### src/rtl/div_unit.sv
// div_unit: multi-cycle restoring shift-subtract divider for DIV/DIVU.
// Result {remainder, quotient} feeds the execute stage HI/LO write data.
module div_unit #(
    parameter int DATA_W = 32,
    parameter int ITER   = 32
) (
    input  logic                clk,
    input  logic                rst,
    input  logic                signed_div_i,
    input  logic [DATA_W-1:0]   opdata1_i,
    input  logic [DATA_W-1:0]   opdata2_i,
    input  logic                start_i,
    input  logic                annul_i,
    output logic [2*DATA_W-1:0] result_o,
    output logic                ready_o
);

    localparam int            CW       = $clog2(ITER + 1);
    localparam logic [CW-1:0] CNT_DONE = CW'(ITER);

    localparam logic [1:0] S_FREE   = 2'd0;
    localparam logic [1:0] S_BYZERO = 2'd1;
    localparam logic [1:0] S_ON     = 2'd2;
    localparam logic [1:0] S_END    = 2'd3;

    logic [1:0]          state_q, state_d;
    logic [CW-1:0]       cnt_q, cnt_d;
    logic [2*DATA_W:0]   work_q, work_d;
    logic [DATA_W-1:0]   dvsr_q, dvsr_d;
    logic                qneg_q, qneg_d;
    logic                rneg_q, rneg_d;
    logic [2*DATA_W-1:0] result_q, result_d;
    logic                ready_q, ready_d;

    logic                op1_neg, op2_neg;
    logic [DATA_W-1:0]   op1_abs, op2_abs;
    logic [DATA_W-1:0]   quot, rem;
    logic [DATA_W:0]     trial;

    always_comb begin
        op1_neg = signed_div_i & opdata1_i[DATA_W-1];
        op2_neg = signed_div_i & opdata2_i[DATA_W-1];
        op1_abs = op1_neg ? -opdata1_i : opdata1_i;
        op2_abs = op2_neg ? -opdata2_i : opdata2_i;
        trial   = work_q[2*DATA_W:DATA_W] - {1'b0, dvsr_q};
        // Sign fix-up wraps, so 0x80000000 / -1 stays 0x80000000
        quot    = work_q[DATA_W-1:0];
        rem     = work_q[2*DATA_W:DATA_W+1];
        if (qneg_q) quot = -quot;
        if (rneg_q) rem = -rem;
    end

    always_comb begin
        state_d  = state_q;
        cnt_d    = cnt_q;
        work_d   = work_q;
        dvsr_d   = dvsr_q;
        qneg_d   = qneg_q;
        rneg_d   = rneg_q;
        result_d = result_q;
        ready_d  = ready_q;
        case (state_q)
            S_FREE: begin
                result_d = '0;
                ready_d  = 1'b0;
                if (start_i && !annul_i) begin
                    if (opdata2_i == '0) begin
                        state_d = S_BYZERO;
                    end else begin
                        state_d = S_ON;
                        cnt_d   = '0;
                        work_d  = {{DATA_W{1'b0}}, op1_abs, 1'b0};
                        dvsr_d  = op2_abs;
                        qneg_d  = op1_neg ^ op2_neg;
                        rneg_d  = op1_neg;
                    end
                end
            end
            S_BYZERO: begin
                state_d  = S_END;
                result_d = '0;
                ready_d  = 1'b0;
            end
            S_ON: begin
                if (annul_i) begin
                    state_d  = S_FREE;
                    cnt_d    = '0;
                    result_d = '0;
                    ready_d  = 1'b0;
                end else if (cnt_q != CNT_DONE) begin
                    if (trial[DATA_W]) begin
                        work_d = {work_q[2*DATA_W-1:0], 1'b0};
                    end else begin
                        work_d = {trial[DATA_W-1:0],
                                  work_q[DATA_W-1:0], 1'b1};
                    end
                    cnt_d = cnt_q + 1'b1;
                end else begin
                    state_d  = S_END;
                    cnt_d    = '0;
                    result_d = {rem, quot};
                    ready_d  = 1'b1;
                end
            end
            default: begin
                ready_d = 1'b1;
                if (!start_i) begin
                    state_d  = S_FREE;
                    result_d = '0;
                    ready_d  = 1'b0;
                end
            end
        endcase
    end

    always_ff @(posedge clk) begin
        if (rst) begin
            state_q  <= S_FREE;
            cnt_q    <= '0;
            work_q   <= '0;
            dvsr_q   <= '0;
            qneg_q   <= 1'b0;
            rneg_q   <= 1'b0;
            result_q <= '0;
            ready_q  <= 1'b0;
        end else begin
            state_q  <= state_d;
            cnt_q    <= cnt_d;
            work_q   <= work_d;
            dvsr_q   <= dvsr_d;
            qneg_q   <= qneg_d;
            rneg_q   <= rneg_d;
            result_q <= result_d;
            ready_q  <= ready_d;
        end
    end

    assign result_o = result_q;
    assign ready_o  = ready_q;

endmodule

### config.mk
export PLATFORM = sky130hd
export DESIGN_NAME = div_unit
export DESIGN_NICKNAME = d
export VERILOG_FILES = /design/src/rtl/div_unit.sv
export SDC_FILE = /design/constraint.sdc
export NUM_CORES = 1
export LEC_CHECK = 0
export CORE_AREA = 2 2 142 144
export CTS_BUF_LIST = sky130_fd_sc_hd__clkbuf_8
export DETAILED_ROUTE_END_ITERATION = 8
export DIE_AREA = 0 0 144 146
export MAX_ROUTING_LAYER = met4
export PLACE_DENSITY = 0.76
export SETUP_SLACK_MARGIN = 0.3
export SLEW_MARGIN = 20
export SYNTH_ARGS = -nofsm -noshare
export SYNTH_HDL_FRONTEND = slang
export SYNTH_SLANG_ARGS = --single-unit
export TNS_END_PERCENT = 5
### constraint.sdc
create_clock -name clk -period 4.1 [get_ports clk]
set_input_delay 0.82 -clock clk [delete_from_list [all_inputs] [get_ports clk]]
set_output_delay 0.82 -clock clk [all_outputs]
set_load 0.02 [all_outputs]
==> impl_metrics.py <==
metrics = {
    "status": {
        "status": "complete, no violations",
    },
    "floorplan": {
        "dieArea_um2": 21000,
        "row_count": 51,
        "chipWidth_um": 144,
        "core_um2": 19300,
        "initial_core_util": 0.547,
        "die_height_um": 146,
        "pin_count": 134,
    },
    "timing": {
        "fin_crit_sh": 0.846,
        "tns_ps": 0,
        "max_freq_mhz": 288,
        "setup_violations": 0,
        "rsz0062_at_grt": "no",
        "relSlewSlack": 0.300,
        "tightestPinTransition_ps": 1050,
        "finClkSkew_ps": 12.8,
        "slew_viol_final": 0,
        "period_minus_slack_ps": 3470,
        "hold_viol": 0,
    },
    "global_routing": {
        "grt_start_max_net_pins": 68,
        "grt_overflow": 0,
        "grt_use_total": 0.271,
        "antenna_found_initial": 0,
        "grt_pass1_vias": 8951,
        "grt_pass1_wl_um": 45000,
    },
    "yosys": {
        "ys_dominant_reg_cell": "dfxtp_1",
        "synthesis.instances": 1351,
        "async_reset_ff_frac": 0,
        "synth.area.top_cells": "dfxtp_1 33%, xnor2_1 7.3%, nor2_1 7.2%",
        "yosysTopAreaCellShare": 0.325,
        "seq_area_frac_synth": 0.325,
        "ys.warnings.count": 0,
        "synth_top_area_cell": "dfxtp_1",
        "syn_area_per_cell_um2": 7.83,
        "ys_ff_latch": 172,
        "synth_compound_area_frac": 0.255,
        "synth_nets": 1459,
        "synth_top_family_by_area": "compound AO/OA/AOI/OAI gates",
        "yosys.area_share.simple": 0.199,
        "synth-xor-area-share": 0.123,
        "synth_edf_count": 0,
        "syn-cell-area_um2": 10600,
        "synth_fa_ha_area_frac": 0.0468,
        "synth_cell_types": 69,
        "synthMuxAreaShare": 0.00284,
    },
    "cells_and_area": {
        "layout-drive-gt1-share": 0.0616,
        "area_delta_synth_final_pct": 18.7,
        "nFillCells": 1726,
        "diodes": 0,
        "final_common_cell": "nor2_1",
        "nets": 1557,
        "final_cell_mix": "201 x nor2_1, 171 x dfxtp_1, 132 x clkdlybuf4s50_1",
        "final_cells": 1727,
    },
    "power_and_ir_drop": {
        "p_seq_frac": 0.468,
        "p_leak_nw": 4.76,
        "swShare": 0.321,
        "fin_total_pwr_mw": 3.82,
        "p_sw_mw": 1.22,
        "p_per_area_nw_per_um2": 304,
        "combPwrFrac": 0.213,
        "intPower_mw": 2.59,
        "ir_drop_mv": 0.218,
        "power_frac_clock": 0.319,
    },
    "placement": {
        "gp_congestion": 0.921,
        "hpwl_um": 21000,
        "place_inst": 1695,
        "port_buffers": 133,
    },
    "route": {
        "drc": 0,
        "firstDrtPassIters": 5,
        "wirelength_um": 27600,
        "ant_nets": 0,
        "vias": 9918,
        "vias_per_cell": 5.74,
        "wire_per_inst_um": 16.0,
        "drt_iter0_markers": 629,
    },
    "setup_path": {
        "arrival_ps": 3830,
        "crit_path_end_kind": "flop",
        "crit_fanout": 28,
        "r2r_setup_slack_ps": 630,
        "regToRegStartpoint": "work_q[32]",
        "ff2ff_path_depth": 12,
        "r2r-end": "work_q[58]",
        "critPathKind": "reg2reg",
        "required_ps": 4460,
        "cp-start-kind": "flop",
    },
    "clocking": {
        "cts_setup_buffers": 0,
        "htree_levels": 4,
        "clk_pin_slew_worst_paths_ps": 100,
        "clk_latency_ps": 480,
        "cts_inserted_buffers": 17,
        "clk_path_buf_depth": 2,
        "cts_tree": "done",
        "clock-sinks": 172,
        "cts_root_buffer": "clkbuf_8",
    },
    "job": {
        "drv_cap": 0,
    },
    "hold_path": {
        "min_from": "result_o[29]",
        "hp-class": "reg2reg",
        "holdPathEnd": "result_o[29]",
        "hold_depth": 2,
    },
}
## power by group through the flow
stage | sequential [mW] | clock, mW | combinational (mW)
after floorplan | 1.81 | 0 | 0.577
after global placement | 1.82 | 0 | 0.793
after detailed placement | 1.82 | 0 | 0.803
after CTS | 1.78 | 1.24 | 0.807
after global routing | 1.79 | 1.30 | 0.904
final | 1.79 | 1.22 | 0.812
## kinds of logic after synthesis
family	count (synthesis)
AOI/OAI and AO/OA	406
and+or+nand+nor	455
xor gates and xnor gates	147
adders and majority gates	39
DFF	172
muxes	3
buffers and inverters	129
## per-stage QoR
| step | cell area, um^2 | hold WS (ps) | util | setup WS, ps |
|---|---|---|---|---|
| floorplan | 10600 | 432 | - | 984 |
| global placement | 12100 | 437 | 0.628 | 351 |
| detailed placement | 12100 | 444 | 0.628 | 232 |
| CTS | 12500 | 462 | 0.649 | 622 |
| global route | 12600 | 475 | 0.649 | 361 |
| finish | 12600 | 459 | 0.649 | 630 |
## cell usage after synthesis (13+ instances only)
| cell | instances |
|---|---|
| nor3_1 | 23 |
| nor2_1 | 203 |
| clkbuf_1 | 57 |
| xnor2_1 | 88 |
| a22oi_1 | 52 |
| o31ai_1 | 27 |
| or3_1 | 19 |
| nand3_1 | 26 |
| a21o_1 | 19 |
| nand2_1 | 103 |
| o41ai_1 | 13 |
| buf_2 | 19 |
| a211oi_1 | 61 |
| a21oi_1 | 100 |
| o21ai_0 | 75 |
| inv_1 | 49 |
| a221o_1 | 14 |
| dfxtp_1 | 172 |
| ha_1 | 38 |
| xor2_1 | 58 |
## sequential cells by signal, indices dropped and copies added, names as in the netlist
name and flops:
result_o 64, qneg_q 1, rneg_q 1, cnt_q 6, work_q 65, state_q 2, dvsr_q 32, ready_o 1
## critical path, stage by stage, from the launching register on
cell      delay, ps
dfxtp_1         340
inv_1            60
ha_1            230
fa_1            410
nor2b_1         170
o31ai_1         150
a211oi_2        360
o311ai_2        190
o311a_1         450
xnor2_4         280
nor2_1          140
buf_4           250
a221o_1         320
## how the worst max path moves through the flow
stage | from | slack, ps | depth (start not counted) | end
2_1_floorplan | opdata2_i[19] | 980 | 11 | work_q[16]
3_3_place_gp | opdata2_i[19] | 350 | 11 | work_q[31]
3_5_place_dp | opdata2_i[19] | 230 | 11 | work_q[25]
4_1_cts | work_q[32] | 620 | 12 | work_q[37]
5_1_grt | dvsr_q[14] | 360 | 12 | work_q[53]
6_report | work_q[32] | 630 | 12 | work_q[58]
## timing repair
| action | CTS | global route |
|---|---|---|
| resized for setup | 0 | 1 |
| hold buffers | 0 | 0 |
| setup endpoints to repair | 0 | 1 |
| endpoints found under the hold margin | 0 | 0 |
## metal layers
layer	global-route usage	up-vias	part of all wire
li1	-	5027	-
met1	0.380	4569	0.48
met2	0.415	285	0.45
met3	0.0322	37	0.056
met4	0.0730	0	0.016
met5	-	-	0
## final cells by class
| cell class | instances | area [um^2] | area share |
|---|---|---|---|
| inverter | 49 | 184 | 0.0146 |
| sequential | 172 | 3440 | 0.274 |
| tap | 265 | 332 | 0.0264 |
| clock inverter | 14 | 155 | 0.0124 |
| clock buffer | 18 | 248 | 0.0197 |
| multi-input combinational | 1050 | 6660 | 0.530 |
| timing repair buffer | 159 | 1540 | 0.122 |
(Power assumes the default switching activity.)
